## config.mk

```make
export PLATFORM = sky130hd
export DESIGN_NAME = intersection_phase_scheduler
export DESIGN_NICKNAME = d
export VERILOG_FILES = /design/src/rtl/intersection_phase_scheduler.sv
export SDC_FILE = /design/constraint.sdc
export NUM_CORES = 1
export LEC_CHECK = 0
export ABC_CLOCK_PERIOD_IN_PS = 1900
export BUFFER_PORTS_ARGS = -buffer_cell sky130_fd_sc_hd__buf_4
export CAP_MARGIN = 20
export CORE_MARGIN = 2
export CORE_UTILIZATION = 35
export DETAILED_ROUTE_END_ITERATION = 7
export HOLD_SLACK_MARGIN = 0.05
export RECOVER_POWER = 50
export SLEW_MARGIN = 10
export SYNTH_ARGS = -nofsm -noshare
export SYNTH_HDL_FRONTEND = slang
export SYNTH_SLANG_ARGS = --single-unit
```

## constraint.sdc

```tcl
create_clock -name clk -period 1.9 [get_ports clk]
set_input_delay 0.285 -clock clk [delete_from_list [all_inputs] [get_ports clk]]
set_output_delay 0.285 -clock clk [all_outputs]
set_load 0.01 [all_outputs]
```

## src/rtl/intersection_phase_scheduler.sv

```systemverilog
// ---------------------------------------------------------------------------
// intersection_phase_scheduler
//
// Two-way intersection controller. Arbitrates NS traffic, EW traffic and
// pedestrian requests in strict rotation (NS -> EW -> PED -> NS) and
// sequences green / yellow / all-red / walk phases with a per-phase timer.
// Every change of right-of-way passes through the all-red clearance state,
// so the two approaches can never show non-red at the same time.
//
// Light encoding: green = 2'b10, yellow = 2'b01, red = 2'b00.
//
// Ports:
//   clk          in   1  system clock, rising edge
//   reset        in   1  synchronous, active-high reset
//   ns_car       in   1  NS vehicle sensor (level, not latched)
//   ew_car       in   1  EW vehicle sensor (level, not latched)
//   ped_button   in   1  pedestrian request (pulse or level, latched)
//   ns_light     out  2  NS light code
//   ew_light     out  2  EW light code
//   ped_walk     out  1  walk indication, high only in WALK
//   ped_pending  out  1  latched pedestrian request
//   phase        out  3  current state code (debug)
// ---------------------------------------------------------------------------
module intersection_phase_scheduler #(
    parameter int GREEN_MIN = 8,
    parameter int GREEN_MAX = 20,
    parameter int YELLOW_T  = 3,
    parameter int ALLRED_T  = 2,
    parameter int WALK_T    = 10,
    parameter int TW        = 5
) (
    input  logic       clk,
    input  logic       reset,
    input  logic       ns_car,
    input  logic       ew_car,
    input  logic       ped_button,
    output logic [1:0] ns_light,
    output logic [1:0] ew_light,
    output logic       ped_walk,
    output logic       ped_pending,
    output logic [2:0] phase
);

    localparam logic [1:0] LIGHT_RED    = 2'b00;
    localparam logic [1:0] LIGHT_YELLOW = 2'b01;
    localparam logic [1:0] LIGHT_GREEN  = 2'b10;

    localparam logic [TW-1:0] L_GREEN_MIN_M1 = TW'(GREEN_MIN - 1);
    localparam logic [TW-1:0] L_GREEN_MAX_M1 = TW'(GREEN_MAX - 1);
    localparam logic [TW-1:0] L_YELLOW_M1    = TW'(YELLOW_T - 1);
    localparam logic [TW-1:0] L_ALLRED_M1    = TW'(ALLRED_T - 1);
    localparam logic [TW-1:0] L_WALK_M1      = TW'(WALK_T - 1);

    typedef enum logic [2:0] {
        S_RED_CLR = 3'd0,
        S_NS_G    = 3'd1,
        S_NS_Y    = 3'd2,
        S_EW_G    = 3'd3,
        S_EW_Y    = 3'd4,
        S_WALK    = 3'd5
    } state_t;

    typedef enum logic [1:0] {
        SRV_NS  = 2'd0,
        SRV_EW  = 2'd1,
        SRV_PED = 2'd2
    } served_t;

    state_t        r_state;
    state_t        w_state_next;
    logic [TW-1:0] r_timer;
    logic [TW-1:0] w_timer_next;
    logic          r_ped_req;
    logic          w_ped_req_next;
    served_t       r_last;
    served_t       w_last_next;
    served_t       w_grant;
    logic          w_any_pending;
    logic          w_ns_exit;
    logic          w_ew_exit;
    logic          w_is_green;

    // Rotating-priority grant: scan starts at the requester after the one
    // served last. Only consulted when something is pending.
    always_comb begin
        w_any_pending = ns_car | ew_car | r_ped_req;
        w_grant       = SRV_NS;
        case (r_last)
            SRV_NS: begin
                if (ew_car)         w_grant = SRV_EW;
                else if (r_ped_req) w_grant = SRV_PED;
                else                w_grant = SRV_NS;
            end
            SRV_EW: begin
                if (r_ped_req)      w_grant = SRV_PED;
                else if (ns_car)    w_grant = SRV_NS;
                else                w_grant = SRV_EW;
            end
            default: begin
                if (ns_car)         w_grant = SRV_NS;
                else if (ew_car)    w_grant = SRV_EW;
                else                w_grant = SRV_PED;
            end
        endcase
    end

    // Green termination: only when someone else is waiting. Gap-out once the
    // minimum green has elapsed and the own approach is empty; max-out
    // regardless of own demand.
    always_comb begin
        w_ns_exit = (ew_car | r_ped_req) &&
                    (((r_timer >= L_GREEN_MIN_M1) && !ns_car) ||
                     (r_timer >= L_GREEN_MAX_M1));
        w_ew_exit = (ns_car | r_ped_req) &&
                    (((r_timer >= L_GREEN_MIN_M1) && !ew_car) ||
                     (r_timer >= L_GREEN_MAX_M1));
    end

    // Next-state logic
    always_comb begin
        w_state_next = r_state;
        w_last_next  = r_last;
        case (r_state)
            S_RED_CLR: begin
                if (r_timer == L_ALLRED_M1) begin
                    if (w_any_pending) begin
                        w_last_next = w_grant;
                        case (w_grant)
                            SRV_NS:  w_state_next = S_NS_G;
                            SRV_EW:  w_state_next = S_EW_G;
                            default: w_state_next = S_WALK;
                        endcase
                    end else begin
                        // Rest state: park on NS green
                        w_state_next = S_NS_G;
                        w_last_next  = SRV_NS;
                    end
                end
            end
            S_NS_G: if (w_ns_exit)                w_state_next = S_NS_Y;
            S_NS_Y: if (r_timer == L_YELLOW_M1)   w_state_next = S_RED_CLR;
            S_EW_G: if (w_ew_exit)                w_state_next = S_EW_Y;
            S_EW_Y: if (r_timer == L_YELLOW_M1)   w_state_next = S_RED_CLR;
            S_WALK: if (r_timer == L_WALK_M1)     w_state_next = S_RED_CLR;
            default:                              w_state_next = S_RED_CLR;
        endcase
    end

    // Timer restarts on every state change; in green it saturates so that a
    // long uncontested green keeps the max-out condition armed.
    always_comb begin
        w_is_green = (r_state == S_NS_G) || (r_state == S_EW_G);
        if (w_state_next != r_state) begin
            w_timer_next = '0;
        end else if (w_is_green && (r_timer >= L_GREEN_MAX_M1)) begin
            w_timer_next = r_timer;
        end else begin
            w_timer_next = r_timer + TW'(1);
        end
    end

    // Pedestrian latch: the clear on WALK entry wins over a simultaneous
    // button press; a press during WALK re-arms the request.
    always_comb begin
        w_ped_req_next = r_ped_req | ped_button;
        if ((w_state_next == S_WALK) && (r_state != S_WALK)) begin
            w_ped_req_next = 1'b0;
        end
    end

    always_ff @(posedge clk) begin
        if (reset) begin
            r_state   <= S_RED_CLR;
            r_timer   <= '0;
            r_ped_req <= 1'b0;
            r_last    <= SRV_PED;
        end else begin
            r_state   <= w_state_next;
            r_timer   <= w_timer_next;
            r_ped_req <= w_ped_req_next;
            r_last    <= w_last_next;
        end
    end

    // Moore outputs
    always_comb begin
        ns_light = LIGHT_RED;
        ew_light = LIGHT_RED;
        ped_walk = 1'b0;
        case (r_state)
            S_NS_G: ns_light = LIGHT_GREEN;
            S_NS_Y: ns_light = LIGHT_YELLOW;
            S_EW_G: ew_light = LIGHT_GREEN;
            S_EW_Y: ew_light = LIGHT_YELLOW;
            S_WALK: ped_walk = 1'b1;
            default: ;
        endcase
    end

    assign ped_pending = r_ped_req;
    assign phase       = r_state;

endmodule

```

==> flow_metrics.py, run 1 <==
metrics = {
    "sta": {
        "relSlewSlack": 0.6599,
        "skew_ns": 0.008369,
        "max_freq_mhz": 536.7,
        "finalCritPeriodShare": 0.9807,
        "period_needed_ns": 1.863,
        "slew_viol_final": 0,
        "setup_viol": 0,
        "hold_viol_final": 0,
        "rsz0062_at_grt": "yes",
        "holdWs_ns": 0.2144,
        "worst_slew_pin_slew_ns": 0.5095,
    },
    "grt": {
        "grt_max_degree": 11,
        "antenna_found_initial": 0,
        "grt_usage": 0.1670,
        "grt_pass1_wl_um": 3387,
        "overflow": 0,
        "grt_pass1_vias": 748,
    },
    "clocking": {
        "clockBufferDepth": 2,
        "cts_tree": "built",
        "path_clk_slew_ns": 0.08,
        "cts_root_buf": "clkbuf_4",
        "cts-htree-levels": 1,
        "ctsHoldBuffers": 0,
        "cts_sinks": 11,
        "numCtsBuffers": 3,
        "clk_latency_ns": 0.28,
    },
    "synthesis": {
        "synthCells": 98,
        "synth_nets": 106,
        "syn_area_um2": 819.5,
        "yosysTopAreaCellShare": 0.2687,
        "ys_ff_latch": 11,
        "seq_area_frac_synth": 0.2687,
        "yosysTopAreaCell": "dfxtp_1",
        "synth.area.top_cells": "dfxtp_1 27%, nor2_1 7.8%, a211oi_2 4.6%",
        "ys_warn_count": 0,
        "synth.avg_cell_area_um2": 8.363,
        "ys_types": 38,
    },
    "setup_path": {
        "critical_path_class": "flop to flop",
        "r2r_cells": 6,
        "slowest_stage": "a311oi_4",
        "worstPathArrival_ns": 2.06,
        "cp_cell_sequence": "ha_4 -> nor3_4 -> nand3_2 -> a311oi_4 -> o2111ai_4 -> a211oi_2",
        "worstSetupEndpointType": "flop",
        "startpoint_type": "flop",
        "path_max_fanout": 6,
        "crit_required_ns": 2.09,
        "slowest_delay_ns": 0.41,
    },
    "final_layout": {
        "drive_gt1_frac": 0.3415,
        "fillerInstances": 221,
        "diodes": 0,
        "final_nets": 132,
        "syn_to_final_growth_pct": 36.64,
        "finalNonFillerCells": 151,
    },
    "power_and_ir_drop": {
        "combPwrFrac": 0.521,
        "pwr-share-seq": 0.331,
        "ir_worst_vdd_mv": 0.5949,
        "powerDensity_mw_per_mm2": 1016,
        "clkPwrFrac": 0.148,
        "swShare": 0.4311,
        "switching_power_uw": 490.5,
        "p_leak_uw": 0.0004177,
        "internal_power_uw": 647.2,
    },
    "place": {
        "port_buffers": 13,
        "dpl.cell_count": 144,
        "dp_hpwl_um": 1522,
        "gp_congestion": 0.8790,
    },
    "routing": {
        "viasPerCell": 5.616,
        "vias": 848,
        "drt_iter0_markers": 20,
        "drt-total-wl_um": 2162,
        "drtAntennaViolNets": 0,
        "drcViolationCount": 0,
        "wl_per_cell_um": 14.32,
        "drtPass1Iterations": 4,
    },
    "floorplanning": {
        "num_rows": 17,
        "fp.coreArea_mm2": 0.002212,
        "die_h_um": 52.39,
        "die-area_mm2": 0.002745,
        "die_w_um": 52.39,
        "initial_core_util": 0.3705,
        "ioPinCount": 14,
    },
    "hold_path": {
        "holdPathStages": 2,
        "hold_path_class": "input port to flop",
    },
    "job": {
        "maxCapViolCount": 0,
    },
    "status": {
        "run_status": "finished clean",
    },
}
layout make-up:
type,instances,area (um2),area share
repair buffers,24,165.2,0.1475
flip-flops and latches,11,225.2,0.2011
well taps,28,35.03,0.03129
inverters,5,18.77,0.01676
clock buffers,4,26.28,0.02346
multi-input cells,79,649.4,0.5799
power by group through the flow:
stage / registers, uW / logic (uW) / clock network [uW]
after floorplan: 349 / 326 / 0
after global placement: 359 / 491 / 0
after detailed placement: 360 / 491 / 0
after CTS: 356 / 494 / 169
after global routing: 385 / 647 / 178
final: 377 / 593 / 168
flip-flops by register name, summed over array words and instances (netlist names):
| signal | count |
|---|---|
| r_timer | 5 |
| phase | 3 |
| ped_pending | 1 |
| r_last | 2 |
per-stage QoR:
step | utilization | area, um2 | setup WS (ns) | power [uW] | setup TNS (ns)
2_1_floorplan | - | 819.5 | 0.09930 | 675.1 | 0
3_3_place_gp | 0.4451 | 984.7 | -0.07470 | 850.2 | -0.3046
3_5_place_dp | 0.4451 | 984.7 | -0.04627 | 851.0 | -0.1267
4_1_cts | 0.4581 | 1013 | 0.01587 | 1019 | 0
5_1_grt | 0.5062 | 1120 | -0.08585 | 1210 | -0.2452
6_report | 0.5062 | 1120 | 0.03671 | 1138 | 0
path summary, 6_finish.rpt:
kind / to / startpoint / slack (ns)
worst max register to register: r_timer[1]$_SDFFE_PP0N_ / r_timer[1]$_SDFFE_PP0N_ / 0.04
worst min register to register: r_last[0]$_SDFFE_PP0P_ / r_last[0]$_SDFFE_PP0P_ / 0.53
worst min-delay path: phase[2]$_SDFF_PP0_ / reset / 0.21
worst max-delay path: r_timer[1]$_SDFFE_PP0N_ / r_timer[1]$_SDFFE_PP0N_ / 0.04
kinds of logic (layout without fill, tap and decap cells):
group / Yosys count / count (layout) / share of synthesized area
AO/OA/AOI/OAI: 26 / 26 / 0.2870
XOR/XNOR: 2 / 2 / 0.02138
adder cells (fa/ha/maj): 3 / 3 / 0.04581
AND/OR/NAND/NOR: 48 / 48 / 0.3206
buffers and inverters: 8 / 33 / 0.05648
flip-flops: 11 / 11 / 0.2687
cell usage after synthesis:
cell	n
nor2_1	17
dfxtp_1	11
nand2_1	7
a21oi_1	5
inv_1	5
a211oi_1	3
a211oi_2	3
and3_1	3
ha_1	3
nand2b_1	3
nor2b_1	3
nor3_1	3
o31ai_1	3
buf_6	2
nand3_1	2
o21ai_0	2
xor2_1	2
a2111oi_2	1
a211o_1	1
a21o_1	1
a221oi_1	1
a221oi_2	1
a22o_1	1
a311oi_2	1
a31oi_1	1
and2_1	1
buf_2	1
nand3_2	1
nand4_1	1
nand4bb_1	1
nor2_2	1
nor3_4	1
nor4_1	1
o2111ai_4	1
o22ai_1	1
or3_1	1
or3b_1	1
or4b_4	1
what timing repair did:
| action | in CTS | in global routing |
|---|---|---|
| gates resized for setup | 1 | 16 |
| cloned | 0 | 0 |
| setup buffers | 0 | 3 |
| setup endpoints to repair | 5 | 7 |
| pin swaps | 2 | 6 |
worst max-delay path: cells and delay by family, from the launching register on:
family                     cells  cell delay (ns)
AOI/OAI and AO/OA              3             0.77
adders and majority gates      1             0.19
DFF                            1             0.37
and+or+nand+nor                2             0.45
cell usage in the layout, fill, tap and decap left out, types with 2 or more instances in the layout:
master,instances
a211oi_1,2
a211oi_2,3
a21oi_1,5
and3_1,3
buf_4,20
clkbuf_1,5
clkbuf_4,3
dfxtp_1,9
ha_1,2
inv_1,5
nand2_1,7
nand2b_1,3
nand3_1,2
nor2_1,16
nor2b_1,3
nor3_1,2
nor3_4,2
o21ai_0,2
o31ai_1,3
xor2_1,2
per-layer routing:
layer / global-route usage / routed length, um / vias up
met4: 0.08974 / 43 / 0
met3: 0.01714 / 82 / 5
met5: 0 / 0 / -
li1: - / - / 411
met1: 0.2305 / 1023 / 409
met2: 0.2521 / 1011 / 23
Note: power is estimated with default switching activity, not from simulation.
==> inputs of run 2 (changes only) <==
ABC_AREA = 1   (was unset)
ABC_CLOCK_PERIOD_IN_PS = unset   (was 1900)
CORE_ASPECT_RATIO = 0.75   (was unset)
==> run 2 against run 1 <==
Utilization decreased by 5.2 points. Count of clock-buffer cells in the layout unchanged. Critical path depth increased by 6. Via count is 1.8% lower. Die area shrank 2.3%. Sequential power down 5%. First-iteration DRC count up 60%. Clock power barely moved. Largest power group unchanged. Maximum frequency rose by 12%.
==> flow_metrics.py, run 2 <==
metrics = {
    "power_and_ir_drop": {
        "p_total_uw": 992.1,
        "powerDensity_mw_per_mm2": 1047,
        "ir_worst_vdd_mv": 0.4147,
        "p_leak_uw": 0.0004724,
    },
    "setup_path": {
        "crit_path_end": "r_timer[3]$_SDFFE_PP0N_",
        "worstPathArrival_ns": 1.88,
        "r2r_end": "r_timer[3]$_SDFFE_PP0N_",
        "rrSetupSlack_ns": 0.23,
        "critical_path_class": "flop to flop",
        "worstSetupEndpointType": "flop",
        "crit_required_ns": 2.11,
        "r2r_cells": 12,
        "startpoint_type": "flop",
        "critPathLaunch": "r_timer[0]$_SDFFE_PP0N_",
        "timing.rr.start": "r_timer[0]$_SDFFE_PP0N_",
        "path_max_fanout": 6,
    },
    "synthesis": {
        "synth_commonest_cells": "36 x nand2_1, 20 x inv_1, 18 x nor2_1",
        "synth_top_flop_cell": "dfxtp_1",
        "syn_area_um2": 798.3,
        "synth_edf_count": 0,
        "ys_types": 19,
        "synthCells": 129,
        "ys_ff_latch": 11,
        "async_reset_ff_frac": 0,
        "synth.area.top_cells": "dfxtp_1 28%, nand2_1 17%, inv_1 9.4%",
        "yosysTopAreaCellShare": 0.2759,
        "seq_area_frac_synth": 0.2759,
        "synth.most_common_cell": "nand2_1",
        "yosysTopAreaCell": "dfxtp_1",
        "ys_warn_count": 0,
        "synth_nets": 137,
        "synth.avg_cell_area_um2": 6.188,
    },
    "place": {
        "dpl.cell_count": 167,
        "postPlaceCellArea_um2": 933.4,
        "gp_congestion": 0.8331,
        "port_buffers": 13,
        "dp_hpwl_um": 1601,
    },
    "job": {
        "maxCapViolCount": 0,
    },
    "clocking": {
        "clk_latency_ns": 0.28,
        "numCtsBuffers": 3,
        "clockBufferDepth": 2,
        "cts-resized-gates": 0,
        "cts_sinks": 11,
        "cts_tree": "built",
        "cts_root_buf": "clkbuf_4",
        "postCtsSetupRepairBufs": 0,
        "path_clk_slew_ns": 0.08,
        "cts-htree-levels": 1,
        "ctsHoldBuffers": 0,
    },
    "final_layout": {
        "ff_latch_area_um2": 222.7,
        "fillerInstances": 218,
        "final_common_cell": "nand2_1",
        "design_area_um2": 947.2,
        "regMostFlops": "r_timer",
        "final_nets": 156,
        "largest_reg_flops": 5,
        "syn_to_final_growth_pct": 18.65,
        "diodes": 0,
        "mostFrequentLayoutCells": "36 x nand2_1, 20 x inv_1, 18 x nor2_1, 11 x nand3_1, 10 x buf_4",
        "finalNonFillerCells": 171,
        "drive_gt1_frac": 0.1837,
        "multi_input_area_um2": 488.0,
    },
    "sta": {
        "slew_viol_final": 0,
        "hold_viol_final": 0,
        "finalSetupTns_ns": 0,
        "max_freq_mhz": 599.3,
        "holdWs_ns": 0.1875,
        "skew_ns": 0.004052,
        "period_needed_ns": 1.669,
        "finalCritPeriodShare": 0.8782,
        "rsz0062_at_grt": "no",
        "setup_viol": 0,
        "relSlewSlack": 0.7579,
        "worst_slew_pin_slew_ns": 0.3604,
    },
    "routing": {
        "drcViolationCount": 0,
        "vias": 833,
        "drt_iter0_markers": 32,
        "drtAntennaViolNets": 0,
        "wl_per_cell_um": 11.33,
        "drt-total-wl_um": 1937,
        "viasPerCell": 4.871,
        "drtPass1Iterations": 4,
    },
    "floorplanning": {
        "fp.coreArea_mm2": 0.002085,
        "initial_core_util": 0.3830,
        "ioPinCount": 14,
        "num_rows": 14,
        "die_w_um": 59.15,
        "die-area_mm2": 0.002683,
        "die_h_um": 45.36,
    },
    "grt": {
        "grt_pass1_wl_um": 3332,
        "antenna_found_initial": 0,
        "grt_usage": 0.1731,
        "grt_pass1_vias": 780,
        "grt_max_degree": 8,
        "overflow": 0,
    },
    "status": {
        "run_status": "finished clean",
    },
    "hold_path": {
        "hold_path_class": "input port to flop",
    },
}
run 2: changes by cell type in the layout (fill, tap and decap cells not counted), sizes merged, moves of 2 or more:
cell and change:
o31ai -3, nand4 +2, nand3 +10, nor2b -3, nand2 +29, a221oi -2
inv +19, and3 -3, a21boi +2, nor2 +3, a211oi -6, buf -10
nand2b -3
run 2: stage by stage:
stage / setup slack (ns) / utilization
5_1_grt: 0.003850 / 0.4544
3_3_place_gp: 0.2053 / 0.4478
2_1_floorplan: 0.3881 / -
6_report: 0.2314 / 0.4544
3_5_place_dp: 0.1889 / 0.4478
4_1_cts: 0.1725 / 0.4604
run 2: layer usage:
metal	part of all wire	routed length, um	vias up	GRT usage
met5	0	0	-	0
met4	0.015	29	0	0.06818
met3	0.048	93	4	0.04585
met2	0.38	741	17	0.2378
met1	0.55	1072	367	0.2543
li1	-	-	445	-
run 2: worst min-delay path by stage:
stage	from	endpoint	slack [ns]	cells after the start
2_1_floorplan	reset	phase[2]$_SDFF_PP0_	0.35	1
5_1_grt	reset	r_last[0]$_SDFFE_PP0P_	0.17	2
3_5_place_dp	reset	r_last[0]$_SDFFE_PP0P_	0.47	2
3_3_place_gp	reset	r_last[0]$_SDFFE_PP0P_	0.47	2
6_report	reset	r_last[0]$_SDFFE_PP0P_	0.19	2
4_1_cts	reset	r_last[0]$_SDFFE_PP0P_	0.18	2
run 2: where the power goes:
group / switching (uW) / internal, uW
combinational: 290 / 175
clock: 87.4 / 81.4
sequential: 70.9 / 287
run 2: worst max-delay path: stages (launching register included):
cell,delay (ns)
dfxtp_2,0.35
ha_1,0.23
nand2_1,0.11
nand3_1,0.10
nand2_1,0.07
nand2_1,0.07
nand3_1,0.09
nand2_1,0.06
nor2_1,0.15
nand3_1,0.09
nand2_1,0.09
nand3_2,0.10
nor2_1,0.11
run 2: cell type report:
type | count | share of cell area
multi-input cells | 94 | 0.5152
flip-flops and latches | 11 | 0.2351
repair buffers | 14 | 0.09511
inverters | 24 | 0.09511
well taps | 24 | 0.03170
clock buffers | 4 | 0.02774
run 2: cell families (layout without fill, tap and decap cells):
kind of cell / count (synthesis) / after routing / synth area share
flip-flops: 11 / 11 / 0.2759
adder cells (fa/ha/maj): 3 / 3 / 0.04703
AND/OR/NAND/NOR: 77 / 77 / 0.4467
XOR/XNOR: 3 / 3 / 0.03292
multiplexers: 1 / 1 / 0.01254
AO/OA/AOI/OAI: 10 / 10 / 0.07209
buffers and inverters: 24 / 42 / 0.1128
==> inputs of run 3 (changes only) <==
ABC_AREA = unset   (was 1)
==> run 3 against run 2 <==
Combinational power up 24%. Global-route usage is 0.91 points lower. Largest cell class unchanged. Clock power fell by 3%. Register-to-register slack worse by 0.11 ns. Via count grew 0.48%. Critical endpoint is now r_timer[2]$_SDFFE_PP0N_. Design area grew 15%. Utilization up 2.9 points. Critical path depth is 6 lower. Flip-flop and latch count unchanged. Sequential power about the same. Critical path type unchanged. Non-clock buffer count up 12.
==> flow_metrics.py, run 3 (synthesis results as in run 1) <==
metrics = {
    "setup_path": {
        "path_max_fanout": 9,
        "critical_path_class": "flop to flop",
        "worstPathArrival_ns": 1.93,
        "worstSetupEndpointType": "flop",
        "startpoint_type": "flop",
        "crit_required_ns": 2.05,
    },
    "sta": {
        "rsz0062_at_grt": "no",
        "slew_viol_final": 0,
        "setup_viol": 0,
        "relSlewSlack": 0.6787,
        "worst_slack_ns": 0.1183,
        "hold_viol_final": 0,
        "period_needed_ns": 1.782,
        "worst_slew_pin_slew_ns": 0.4812,
        "max_freq_mhz": 561.3,
        "finalCritPeriodShare": 0.9377,
        "skew_ns": 0.006852,
    },
    "power_and_ir_drop": {
        "ir_worst_vdd_mv": 0.4749,
        "p_leak_uw": 0.0004147,
        "powerDensity_mw_per_mm2": 1011,
    },
    "clocking": {
        "clockBufferDepth": 2,
        "cts-htree-levels": 1,
        "cts_tree": "built",
        "clk_latency_ns": 0.27,
        "numCtsBuffers": 3,
        "path_clk_slew_ns": 0.08,
        "cts_sinks": 11,
        "cts_root_buf": "clkbuf_4",
    },
    "routing": {
        "drt_iter0_markers": 33,
        "drtAntennaViolNets": 0,
        "wl_per_cell_um": 14.15,
        "drt-total-wl_um": 2122,
        "drcViolationCount": 0,
        "vias": 837,
        "viasPerCell": 5.580,
        "drtPass1Iterations": 4,
    },
    "floorplanning": {
        "die_w_um": 59.88,
        "die-area_mm2": 0.002749,
        "ioPinCount": 14,
        "die_h_um": 45.91,
        "num_rows": 15,
        "fp.coreArea_mm2": 0.002252,
        "initial_core_util": 0.3639,
    },
    "final_layout": {
        "diodes": 0,
        "ff_latch_area_um2": 224.0,
        "drive_gt1_frac": 0.3440,
        "fillerInstances": 215,
        "syn_to_final_growth_pct": 32.82,
        "finalNonFillerCells": 150,
        "largest_reg_flops": 5,
        "final_common_cell": "buf_4",
        "multi_input_area_um2": 618.1,
        "final_nets": 134,
        "mostFrequentLayoutCells": "19 x buf_4, 16 x nor2_1, 8 x dfxtp_1, 7 x nand2_1, 7 x clkbuf_1",
        "regMostFlops": "r_timer",
    },
    "grt": {
        "overflow": 0,
        "grt_max_degree": 11,
        "grt_pass1_vias": 723,
        "grt_usage": 0.1641,
        "antenna_found_initial": 0,
        "grt_pass1_wl_um": 3353,
    },
    "job": {
        "maxCapViolCount": 0,
    },
    "place": {
        "port_buffers": 13,
        "dp_hpwl_um": 1588,
        "gp_congestion": 0.8501,
        "place_ws_ns": -0.03769,
        "dpl.cell_count": 144,
    },
    "status": {
        "run_status": "finished clean",
    },
    "hold_path": {
        "hold_path_class": "input port to flop",
    },
}
run 3: metal layers:
layer / vias to the layer above / wire length [um] / GRT usage
met2: 21 / 927 / 0.2413
met5: - / 0 / 0
met1: 398 / 1059 / 0.2424
met4: 0 / 17 / 0.02667
met3: 2 / 117 / 0.04261
li1: 416 / - / -
run 3: worst paths after layout:
kind                                start                      end  slack [ns]  depth (start not counted)
setup reg to reg  r_timer[3]$_SDFFE_PP0N_  r_timer[2]$_SDFFE_PP0N_        0.12                          6
hold reg to reg       phase[2]$_SDFF_PP0_      phase[1]$_SDFF_PP0_        0.52                          1
hold / removal                      reset      phase[0]$_SDFF_PP0_        0.22                          2
setup / recovery  r_timer[3]$_SDFFE_PP0N_  r_timer[2]$_SDFFE_PP0N_        0.12                          6
run 3: power breakdown:
part           total (uW)  switching, uW  internal, uW
registers             358           74.0           284
clock network         164           86.5          77.9
logic                 578            296           282
total                1100            457           644
run 3: cell type report:
type / instances / area share
well taps: 25 / 0.02874
repair buffers: 26 / 0.1552
inverters: 5 / 0.01724
flip-flops and latches: 11 / 0.2057
multi-input cells: 79 / 0.5678
clock buffers: 3 / 0.02069
clock inverters: 1 / 0.004598
run 3: timing repair:
action	in CTS	in global routing
resized for setup	2	11
hold buffers	0	0
buffers inserted	0	2
pin swaps	1	5
setup endpoints to repair	5	8
run 3: worst max-delay path: stages (launching register included):
cell and delay, ns:
dfxtp_1 0.46, or4b_4 0.56, nor2_2 0.17, o31ai_1 0.11, buf_4 0.16, o2111ai_4 0.13
nor2_1 0.08
run 3: stage by stage:
step	util	power, uW	hold WS [ns]	area, um2	setup TNS (ns)
floorplan	-	675.1	0.3541	819.5	0
global placement	0.4456	876.7	0.5026	1003	0
detailed placement	0.4456	879.2	0.5070	1003	-0.1244
CTS	0.4650	1056	0.2181	1047	-0.002343
global route	0.4833	1191	0.2270	1089	0
finish	0.4833	1100	0.2220	1089	0
